**src/rtl/keypad_emulator.sv**
```systemverilog
// keypad_emulator
//   Responder end of a 4x4 matrix-keypad scan interface. It emulates a physical
//   keypad for a scanning controller. A key-press request is taken over a
//   valid/ready handshake. The addressed contact is then closed for HOLD_CYCLES
//   clocks and opened for GAP_CYCLES clocks. While the contact is closed, the
//   matching active-low row is pulled low whenever the scanner drives that
//   column low.
//
//   Optional feature macro: KEYPAD_EMU_BOUNCE_EN
//     When this macro is defined, contact bounce is emulated at make and at
//     break (states BOUNCE_MAKE and BOUNCE_BREAK). Each bounce state runs
//     BOUNCE_COUNT closed/open pairs of BOUNCE_CYCLES clocks each.
//
// Ports
//   clk          in   1  system clock
//   reset        in   1  synchronous active-low reset (0 = reset)
//   key          in   4  requested key: [3:2] row index, [1:0] column index
//   press_valid  in   1  request strobe, accepted when press_ready is high
//   press_ready  out  1  high only while idle
//   columnN      in   4  scanner column drive, active-low
//   rowN         out  4  row return, active-low, 1 = released
//   pressed      out  1  contact currently closed
//   busy         out  1  high whenever not idle
module keypad_emulator #(
  parameter int HOLD_CYCLES   = 50_000,
  parameter int GAP_CYCLES    = 50_000,
  parameter int BOUNCE_CYCLES = 500,
  parameter int BOUNCE_COUNT  = 3
) (
  input  logic       clk,
  input  logic       reset,
  input  logic [3:0] key,
  input  logic       press_valid,
  output logic       press_ready,
  input  logic [3:0] columnN,
  output logic [3:0] rowN,
  output logic       pressed,
  output logic       busy
);

  localparam int MAX_HG  = (HOLD_CYCLES > GAP_CYCLES) ? HOLD_CYCLES : GAP_CYCLES;
  localparam int MAX_ALL = (MAX_HG > BOUNCE_CYCLES) ? MAX_HG : BOUNCE_CYCLES;
  localparam int CNT_W   = $clog2(MAX_ALL + 1);

  localparam logic [CNT_W-1:0] HOLD_LOAD = CNT_W'(HOLD_CYCLES - 1);
  localparam logic [CNT_W-1:0] GAP_LOAD  = CNT_W'(GAP_CYCLES - 1);
  localparam logic [CNT_W-1:0] CNT_ONE   = CNT_W'(1);

`ifdef KEYPAD_EMU_BOUNCE_EN
  localparam int PAIR_W = (BOUNCE_COUNT > 1) ? $clog2(BOUNCE_COUNT) : 1;
  localparam logic [CNT_W-1:0]  BOUNCE_LOAD = CNT_W'(BOUNCE_CYCLES - 1);
  localparam logic [PAIR_W-1:0] PAIR_LOAD   = PAIR_W'(BOUNCE_COUNT - 1);
  localparam logic [PAIR_W-1:0] PAIR_ONE    = PAIR_W'(1);

  typedef enum logic [2:0] {IDLE, HOLD, GAP, BOUNCE_MAKE, BOUNCE_BREAK} state_t;
`else
  typedef enum logic [1:0] {IDLE, HOLD, GAP} state_t;

  // BOUNCE_COUNT only shapes bounce emulation; here it is deliberately sunk.
  logic unused_bounce_count;
  assign unused_bounce_count = ^32'(BOUNCE_COUNT);
`endif

  state_t           state, state_next;
  logic [CNT_W-1:0] cnt, cnt_next;
  logic [3:0]       key_q, key_next;
  logic             pressed_next, busy_next;
  logic [3:0]       col_meta, col_s;
  logic             closed_d1, closed_d2;
  logic [3:0]       row_next;

`ifdef KEYPAD_EMU_BOUNCE_EN
  // phase: 0 = first half of a bounce pair, 1 = second half.
  logic              phase, phase_next;
  logic [PAIR_W-1:0] pair, pair_next;
`endif

  assign press_ready = (state == IDLE);

  // Next-state logic for the press sequencer.
  always_comb begin
    state_next = state;
    cnt_next   = cnt;
    key_next   = key_q;
`ifdef KEYPAD_EMU_BOUNCE_EN
    phase_next = phase;
    pair_next  = pair;
`endif
    case (state)
      IDLE: begin
        if (press_valid) begin
          key_next = key;
`ifdef KEYPAD_EMU_BOUNCE_EN
          state_next = BOUNCE_MAKE;
          cnt_next   = BOUNCE_LOAD;
          phase_next = 1'b0;
          pair_next  = PAIR_LOAD;
`else
          state_next = HOLD;
          cnt_next   = HOLD_LOAD;
`endif
        end
      end
      HOLD: begin
        if (cnt == '0) begin
`ifdef KEYPAD_EMU_BOUNCE_EN
          state_next = BOUNCE_BREAK;
          cnt_next   = BOUNCE_LOAD;
          phase_next = 1'b0;
          pair_next  = PAIR_LOAD;
`else
          state_next = GAP;
          cnt_next   = GAP_LOAD;
`endif
        end else begin
          cnt_next = cnt - CNT_ONE;
        end
      end
      GAP: begin
        if (cnt == '0) begin
          state_next = IDLE;
        end else begin
          cnt_next = cnt - CNT_ONE;
        end
      end
`ifdef KEYPAD_EMU_BOUNCE_EN
      BOUNCE_MAKE, BOUNCE_BREAK: begin
        if (cnt != '0) begin
          cnt_next = cnt - CNT_ONE;
        end else if (!phase) begin
          cnt_next   = BOUNCE_LOAD;
          phase_next = 1'b1;
        end else if (pair != '0) begin
          cnt_next   = BOUNCE_LOAD;
          phase_next = 1'b0;
          pair_next  = pair - PAIR_ONE;
        end else begin
          phase_next = 1'b0;
          if (state == BOUNCE_MAKE) begin
            state_next = HOLD;
            cnt_next   = HOLD_LOAD;
          end else begin
            state_next = GAP;
            cnt_next   = GAP_LOAD;
          end
        end
      end
`endif
      default: begin
        state_next = IDLE;
        cnt_next   = '0;
      end
    endcase
  end

  // Contact state follows the next state so that pressed/busy are registered
  // alongside it. Make bounce starts closed; break bounce starts open.
  always_comb begin
    pressed_next = 1'b0;
    case (state_next)
      HOLD:         pressed_next = 1'b1;
`ifdef KEYPAD_EMU_BOUNCE_EN
      BOUNCE_MAKE:  pressed_next = !phase_next;
      BOUNCE_BREAK: pressed_next = phase_next;
`endif
      default:      pressed_next = 1'b0;
    endcase
    busy_next = (state_next != IDLE);
  end

  // The contact state is delayed by two stages to line up with the column
  // synchronizer, so that rowN follows both inputs with the same latency.
  always_comb begin
    row_next = 4'hF;
    if (closed_d2 && !col_s[key_q[1:0]]) begin
      row_next[key_q[3:2]] = 1'b0;
    end
  end

  always_ff @(posedge clk) begin
    if (!reset) begin
      state     <= IDLE;
      cnt       <= '0;
      key_q     <= 4'h0;
      pressed   <= 1'b0;
      busy      <= 1'b0;
      col_meta  <= 4'hF;
      col_s     <= 4'hF;
      closed_d1 <= 1'b0;
      closed_d2 <= 1'b0;
      rowN      <= 4'hF;
`ifdef KEYPAD_EMU_BOUNCE_EN
      phase     <= 1'b0;
      pair      <= '0;
`endif
    end else begin
      state     <= state_next;
      cnt       <= cnt_next;
      key_q     <= key_next;
      pressed   <= pressed_next;
      busy      <= busy_next;
      col_meta  <= columnN;
      col_s     <= col_meta;
      closed_d1 <= pressed;
      closed_d2 <= closed_d1;
      rowN      <= row_next;
`ifdef KEYPAD_EMU_BOUNCE_EN
      phase     <= phase_next;
      pair      <= pair_next;
`endif
    end
  end

endmodule
```
**config.mk**
```make
export PLATFORM = sky130hd
export DESIGN_NAME = keypad_emulator
export DESIGN_NICKNAME = d
export VERILOG_FILES = /design/src/rtl/keypad_emulator.sv
export SDC_FILE = /design/constraint.sdc
export NUM_CORES = 1
export LEC_CHECK = 0
export CORE_ASPECT_RATIO = 0.9
export CORE_MARGIN = 3
export CORE_UTILIZATION = 40
export DETAILED_ROUTE_END_ITERATION = 7
export GPL_TIMING_DRIVEN = 0
export PLACE_DENSITY = 0.58
export SYNTH_ARGS = -nofsm -noshare
export SYNTH_HDL_FRONTEND = slang
export SYNTH_SLANG_ARGS = --single-unit
```
**constraint.sdc**
```tcl
create_clock -name clk -period 1.9 [get_ports clk]
set_input_delay 0.285 -clock clk [delete_from_list [all_inputs] [get_ports clk]]
set_output_delay 0.285 -clock clk [all_outputs]
set_load 0.01 [all_outputs]
```
==> summary.txt <==
Synthesis
  – Largest area contributor in the netlist: dfxtp_1
  – Synth area leaders: dfxtp_1 43%, a21oi_1 5.2%, nand2b_1 4.6%
  – Register bit count reported by yosys: 38
  – Share of the synthesized area in the top cell type: 0.435
  – Yosys warning count: 0
  – Yosys cell types: 47
  – Commonest cells in the netlist: 38 x dfxtp_1, 20 x nand2_1, 19 x nor2_1
  – Most frequent cell after synthesis: dfxtp_1
  – Syn Inst Count: 202
  – Primary FF master, synth: dfxtp_1
  – Sequential-to-total area share from yosys stat: 0.435
  – Syn_nets: 214
  – EDFF count, synth: 0
  – Mapped cell area: 1750 um2
  – Avg Cell Area, Syn: 8.66 um2
  – Synth async-reset ratio: 0

GRT
  – Met2 usage: 0.248
  – All-layer global routing usage: 0.170
  – Antenna violations before repair: 0
  – Total global routing overflow: 0
  – Met1 Track Usage GR: 0.235
  – Vias in the first global route: 1397
  – Largest net degree at the start of global routing: 14
  – First-pass GRT wire length: 6560 um
  – Grt peak-use layer: met2
  – GR Util met3: 0.0435

Worst setup path
  – Req. time, crit path: 1.62 ns
  – Startpoint types: flip-flop
  – Crit Path Category: reg -> out
  – CP max FO: 7
  – Arr. time, crit path: 1.55 ns
  – Critical path's slowest cell: clkdlybuf4s50_1
  – Max incr delay on CP: 0.53 ns
  – CP endpoint kind: output pin
  – Register-to-register setup slack: 0.09 ns
  – Critical path, cell by cell: or2_4 -> inv_2 -> clkdlybuf4s50_1

Finish
  – Post-route cell area: 2240 um2
  – Antenna diode count: 0
  – Fillers: 369
  – Post-layout util: 0.539
  – Fin nets: 243
  – Proportion of layout cells with a drive suffix above 1: 0.164
  – Area grow syn2layout: 28.2%
  – Multi-input logic area: 985 um2
  – FF+latch area: 766 um2

Power
  – PD cells: 989 nW/um2
  – Total chip power: 0.00222 W
  – LEAKAGE: 0.832 nW
  – Peak VDD IR: 0.441 mV

STA
  – Clock Skew: 0.00572 ns
  – # setup viols final: 0
  – FMAX: 0.546 GHz
  – Slew headroom: 0.651
  – Pins Over Slew Limit: 0
  – Fin crit share: 0.965
  – Slack of the critical path: 0.0674 ns
  – Fin crit period: 1.83 ns
  – Final Hold Violating Endpoints: 0
  – Slew @ Worst Pin: 0.520 ns

Route
  – Drt total wl: 4110 um
  – Drt first pass iters: 4
  – DR WL/cell: 14.1 um
  – DRT iter0 DRCs: 149
  – Vias: 1555
  – ANT nets after route: 0
  – Vias per inst: 5.33
  – # DRC: 0

Die
  – Die H: 68.7 um
  – Die ar.: 5200 um2
  – I/O pin count: 18
  – Area of the core: 4160 um2
  – Number of core rows: 22
  – Initial core utilization: 0.421
  – Die width: 75.7 um

Clocking
  – Clk sink count: 38
  – Buffer depth of the longest clock path: 2
  – CTS buffer count: 5
  – Clk Tree Root Cell: clkbuf_8
  – Cts hold-fix bufs: 0
  – CTS tree: built
  – Worst-skew pair later-pin latency: 0.29 ns
  – Clock transition at path regs: 0.08 ns
  – H-tree levels: 2

Status
  – Status: finished, final reports clean

Placed design
  – Placed cell areas: 1980 um2
  – Placement Setup Slack: -0.0681 ns
  – RePlAce Congestion: 0.943
  – DP Wirelength: 2910 um
  – Input/output buffers: 16

Flow run
  – Max Cap Violations: 0

Min path
  – Worst Hold Class: in -> reg
[where the power goes]
group	internal, W	leakage [nW]	switching, W	total, W
Sequential	0.000863	0.314	0.0000747	0.000938
Combinational	0.000213	0.450	0.000242	0.000455
Clock	0.000526	0.0683	0.000299	0.000825
[state kept, by name, summed over array words and instances, names as in the netlist]
name       count
rowN           4
key_q          4
closed_d2      1
state          2
cnt           16
closed_d1      1
pressed        1
busy           1
col_s          4
col_meta       4
[metrics by stage]
step / hold WS [ns] / TNS, ns / std cells
2_1_floorplan: 0.386 / 0 / 202
3_3_place_gp: 0.390 / -0.0985 / 278
3_5_place_dp: 0.399 / -0.319 / 278
4_1_cts: 0.329 / 0 / 289
5_1_grt: 0.359 / -0.00419 / 292
6_report: 0.336 / 0 / 292
[metal layers]
metal | vias up | routed length, um
li1 | 782 | -
met1 | 707 | 1930
met2 | 58 | 1830
met3 | 8 | 284
met4 | 0 | 68
met5 | - | 0
[cells in the final DEF (no fill, tap or decap), types with 3 or more instances in the layout]
cell type         n
a21oi_1          17
a311oi_1          4
a31oi_1           6
buf_4             6
clkbuf_1          4
clkbuf_8          5
clkdlybuf4s50_1  16
dfxtp_1          36
inv_1             6
nand2_1          19
nand2b_1         13
nand3_1          10
nor2_1           19
nor3_1            5
nor4_1            3
o21ai_0           4
o21ai_1           5
or3_1             3
[path summary, 6_finish.rpt]
kind,startpoint,end,depth (start not counted)
setup reg to reg,cnt[2],cnt[8],5
hold reg to reg,col_meta[0],col_s[0],1
hold / removal,press_valid,key_q[2],3
setup / recovery,state[1],press_ready,3
[timing repair]
item / in CTS / in global routing
buffers inserted: 4 / 3
setup endpoints to repair: 9 / 16
endpoints found under the hold margin: 0 / 0
pin swaps: 3 / 7
gates cloned: 0 / 0
gates resized for setup: 6 / 13
[critical path: cells and delay by family (launching register included)]
family / cells / cell delay (ns)
buffers and inverters: 2 / 0.61
DFF: 1 / 0.34
and+or+nand+nor: 1 / 0.30
[kinds of logic (layout without fill, tap and decap cells)]
group / Yosys count / count (layout) / share of synthesized area
AOI/OAI and AO/OA: 51 / 51 / 0.187
DFF: 38 / 38 / 0.435
xor gates and xnor gates: 3 / 3 / 0.0150
and+or+nand+nor: 91 / 91 / 0.300
muxes: 2 / 2 / 0.0122
buffers and inverters: 15 / 45 / 0.0379
adders and majority gates: 2 / 2 / 0.0129
[final cells by class]
| type | instances | share of cell area |
|---|---|---|
| repair buffers | 23 | 0.0965 |
| flip-flops and latches | 38 | 0.342 |
| well taps | 60 | 0.0335 |
| clock buffers | 5 | 0.0307 |
| inverters | 7 | 0.0117 |
| clock inverters | 3 | 0.0307 |
| multi-input cells | 149 | 0.439 |
| plain buffers | 7 | 0.0162 |
Power figures use the tool's default switching activity.
